===== config.mk =====
export PLATFORM = sky130hd
export DESIGN_NAME = rd_ptr_ctl
export DESIGN_NICKNAME = d
export VERILOG_FILES = /design/src/rtl/rd_ptr_ctl.sv
export SDC_FILE = /design/constraint.sdc
export NUM_CORES = 1
export LEC_CHECK = 0
export CORE_UTILIZATION = 35
export CTS_BUF_LIST = sky130_fd_sc_hd__clkbuf_4 sky130_fd_sc_hd__clkbuf_8
export DETAILED_ROUTE_END_ITERATION = 10
export PLACE_DENSITY_LB_ADDON = 0.08
export SYNTH_ARGS = -nofsm -noshare
export SYNTH_HDL_FRONTEND = slang
export SYNTH_SLANG_ARGS = --single-unit

===== constraint.sdc =====
create_clock -name rclk -period 2.6 [get_ports rclk]
set_input_delay 0.26 -clock rclk [delete_from_list [all_inputs] [get_ports rclk]]
set_output_delay 0.26 -clock rclk [all_outputs]
set_load 0.05 [all_outputs]

===== src/rtl/rd_ptr_ctl.sv =====
// Read-domain pointer and status controller for a dual-clock FIFO.
// Synchronises the Gray write pointer and maintains the read pointers, ready flag, occupancy and underflow.
module rd_ptr_ctl #(
    parameter int ADDR_WIDTH    = 4,
    parameter int AEMPTY_THRESH = 2
) (
    input  logic                  rclk,
    input  logic                  rrst_n,
    input  logic                  rget,
    input  logic [ADDR_WIDTH:0]   rwptr_gray,
    output logic                  rrdy,
    output logic [ADDR_WIDTH-1:0] raddr,
    output logic [ADDR_WIDTH:0]   rptr_gray,
    output logic                  raempty,
    output logic [ADDR_WIDTH:0]   rcount,
    output logic                  runderflow
);

    localparam int PW = ADDR_WIDTH + 1;
    localparam logic [PW-1:0] AE_TH = PW'(AEMPTY_THRESH);

    logic [PW-1:0] rq1;
    logic [PW-1:0] rq2;
    logic [PW-1:0] rbin;
    logic [PW-1:0] rbin_next;
    logic [PW-1:0] rgray_next;
    logic [PW-1:0] wbin_s;
    logic [PW-1:0] count_next;
    logic          rinc;

    // Two-flop synchroniser; rq1 feeds rq2 directly so only rq2 may be used downstream.
    always_ff @(posedge rclk or negedge rrst_n) begin
        if (!rrst_n) begin
            rq1 <= '0;
            rq2 <= '0;
        end else begin
            rq1 <= rwptr_gray;
            rq2 <= rq1;
        end
    end

    always_comb begin
        rinc       = rget & rrdy;
        rbin_next  = rbin + PW'(rinc);
        rgray_next = rbin_next ^ (rbin_next >> 1);
    end

    // Each binary bit is the XOR of all Gray bits at or above it.
    always_comb begin
        wbin_s = '0;
        for (int i = 0; i < PW; i++) begin
            wbin_s[i] = ^(rq2 >> i);
        end
    end

    assign count_next = wbin_s - rbin_next;

    always_ff @(posedge rclk or negedge rrst_n) begin
        if (!rrst_n) begin
            rbin       <= '0;
            rptr_gray  <= '0;
            rrdy       <= 1'b0;
            rcount     <= '0;
            raempty    <= 1'b1;
            runderflow <= 1'b0;
        end else begin
            rbin       <= rbin_next;
            rptr_gray  <= rgray_next;
            rrdy       <= (rgray_next != rq2);
            rcount     <= count_next;
            raempty    <= (count_next <= AE_TH);
            runderflow <= runderflow | (rget & ~rrdy);
        end
    end

    assign raddr = rbin[ADDR_WIDTH-1:0];

endmodule


==> flow_summary.ini <==
[synthesis]
syn_area_mm2 = 0.001164
synthDistinctLibCells = 27
ys_seq_area_share_pct = 58.17
syn_area_per_cell_um2 = 12.93
syn_nets = 103
yosysWarnings = 0
ys_ff_latch = 27
syn_inst = 90

[routing]
wl_per_cell_um = 10.61
routed_wl_um = 1910
drtPass1Iterations = 4
antenna_left = 0
drc = 0
first_iter_violations = 13
viasPerCell = 4.289
vias = 772

[timing]
hold_slack_ns = 0.2793
final_hold_viol_count = 0
worst_pin_slew_ns = 0.4934
min_period_ns = 2.402
finalCritPeriodShare_pct = 92.37
fmax_ghz = 0.4164
setup-violations-final = 0
skew_ns = 0.008124
rsz0062_at_grt = false
finalMaxSlewViolations = 0
timing.slew.headroom_pct = 67.01

[critical_path]
cpMostUsedCell = ha_1
endpoint_kind = flop
crit_cells = 10
crit_path_start = rq2[3]
cpPeakStageDelay_ns = 0.53
r2r_start = rq2[3]
crit_path_end = raempty
cp_cell_sequence = xnor2_4 -> xnor2_2 -> xnor2_1 -> ha_1 -> inv_1 -> ha_1 -> a21oi_4 -> o31ai_1 -> or4_1 -> nor3b_1
worstRegToRegCells = 10
worstSetupPathType = reg2reg
cp.required_ns = 2.86
crit_arrival_ns = 2.66
setup.worst_path.start_class = flop
reg2reg_slack_ns = 0.20
crit_family = simple AND/OR/NAND/NOR gates
cp.buffers_inverters = 1
slowest_stage = or4_1
r2r_end = raempty
crit_fanout = 2

[clock_tree]
clkTransAtPathRegs_ns = 0.14
clkSinkCount = 27
htreeDepth = 1
clk_latency_ns = 0.32
clockBufferDepth = 2
cts_hold_buf = 0
cts_root_buf = clkbuf_4
cts_tree = yes
cts_inserted_buffers = 3

[global_route]
grt-ovfl-total = 0
antenna_found_initial = 0
grt_pass1_vias = 748
grt_start_max_net_pins = 28
grtUsageTotal_pct = 12.51
grt_pass1_wl_um = 3160

[cells_and_area]
layout_commonest_cell = clkdlybuf4s50_1
final_cell_mix = 24 x clkdlybuf4s50_1, 23 x dfrtp_1, 19 x buf_4, 11 x xnor2_1, 8 x inv_1
diodes = 0
layout-drive-gt1-share_pct = 25.00
nets = 150
area_growth_pct = 40.86

[placed_design]
port-buffer-count = 24
gp_congestion = 0.8028
dp_hpwl_um = 1510

[outcome]
status = completed

[die]
die_h_um = 59.66
die_w_um = 59.66
ios = 25
coreArea_mm2 = 0.003103
dieArea_mm2 = 0.003559
initial_utilization_pct = 37.50
fp-row-count = 20

[flow_run]
maxCapViolations = 0

[worst_hold_path]
hold_class = in2async
stage by stage:
step	setup TNS [ns]	area (um2)	setup slack [ns]	util (%)	instances
global placement	-0.05247	1610	-0.05247	51.90	176
finish	0	1639	0.1984	52.82	180
global route	0	1639	0.01615	52.82	180
floorplan	0	1177	0.0009293	-	90
CTS	0	1638	0.1482	52.78	180
detailed placement	-0.1394	1610	-0.1049	51.90	176
area by class of cell:
class / instances / area [um2]
clock buffer: 3 / 22.52
tap: 44 / 55.05
fill: 313 / 1464
timing repair buffer: 43 / 382.9
clock inverter: 1 / 5.005
inverter: 8 / 30.03
multi-input combinational: 54 / 462.9
sequential: 27 / 680.7
worst min-delay path by stage:
stage	start	endpoint	slack, ns	cells after the start
4_1_cts	rrst_n	rbin[4]	0.29	2
6_report	rrst_n	rbin[3]	0.28	2
5_1_grt	rrst_n	rbin[4]	0.30	2
2_1_floorplan	rrst_n	rbin[0]	-0.04	0
3_5_place_dp	rq1[1]	rq2[1]	0.34	0
3_3_place_gp	rq1[0]	rq2[0]	0.33	0
per-layer routing:
| layer | share of wire, % | global-route usage (%) |
|---|---|---|
| met3 | 3.4 | 1.948 |
| met4 | 1.2 | 5.980 |
| met5 | 0 | 0 |
| met2 | 53 | 21.75 |
| met1 | 42 | 15.04 |
sequential cells by signal (all words and copies together) (netlist names):
name / flops
rbin: 5
rcount: 5
rq1: 5
rq2: 5
rptr_gray: 4
raempty: 1
rrdy: 1
runderflow: 1
logic make-up (layout without fill, tap and decap cells):
kind of cell / Yosys count / count (layout) / synth area share, %
AND/OR/NAND/NOR: 19 / 19 / 8.926
AO/OA/AOI/OAI: 9 / 9 / 6.561
XOR/XNOR: 21 / 21 / 18.07
flip-flops: 27 / 27 / 58.17
buffers and inverters: 9 / 55 / 2.903
adder cells (fa/ha/maj): 5 / 5 / 5.376
synth_stat cells:
library cell / count / area (um2)
o31ai_1: 1 / 7.510
nand2_1: 2 / 7.510
and2_1: 1 / 6.260
nand2b_1: 3 / 18.77
nor3b_1: 1 / 7.510
xor2_1: 8 / 70.07
o31a_2: 1 / 10.01
ha_1: 5 / 62.56
a211o_1: 1 / 8.760
xnor2_1: 11 / 96.34
or3_1: 1 / 6.260
a21o_1: 1 / 7.510
nand3_1: 4 / 20.02
nor2_1: 4 / 15.01
inv_1: 8 / 30.03
dfrtp_1: 26 / 650.6
a21oi_4: 1 / 16.27
nand4b_1: 1 / 8.760
a21oi_1: 2 / 10.01
nor2b_1: 1 / 6.260
or4_1: 1 / 7.510
dfstp_2: 1 / 26.28
clkbuf_1: 1 / 3.750
o211ai_1: 1 / 7.510
xnor2_4: 1 / 27.53
a21o_2: 1 / 8.760
xnor2_2: 1 / 16.27
what timing repair did:
item,in CTS,in global routing
buffers inserted,0,0
gates resized for setup,0,1
endpoints found under the setup margin,0,1
Power is not shown: default switching activity piles up to over one toggle a cycle in this logic, so the estimate is an artifact.
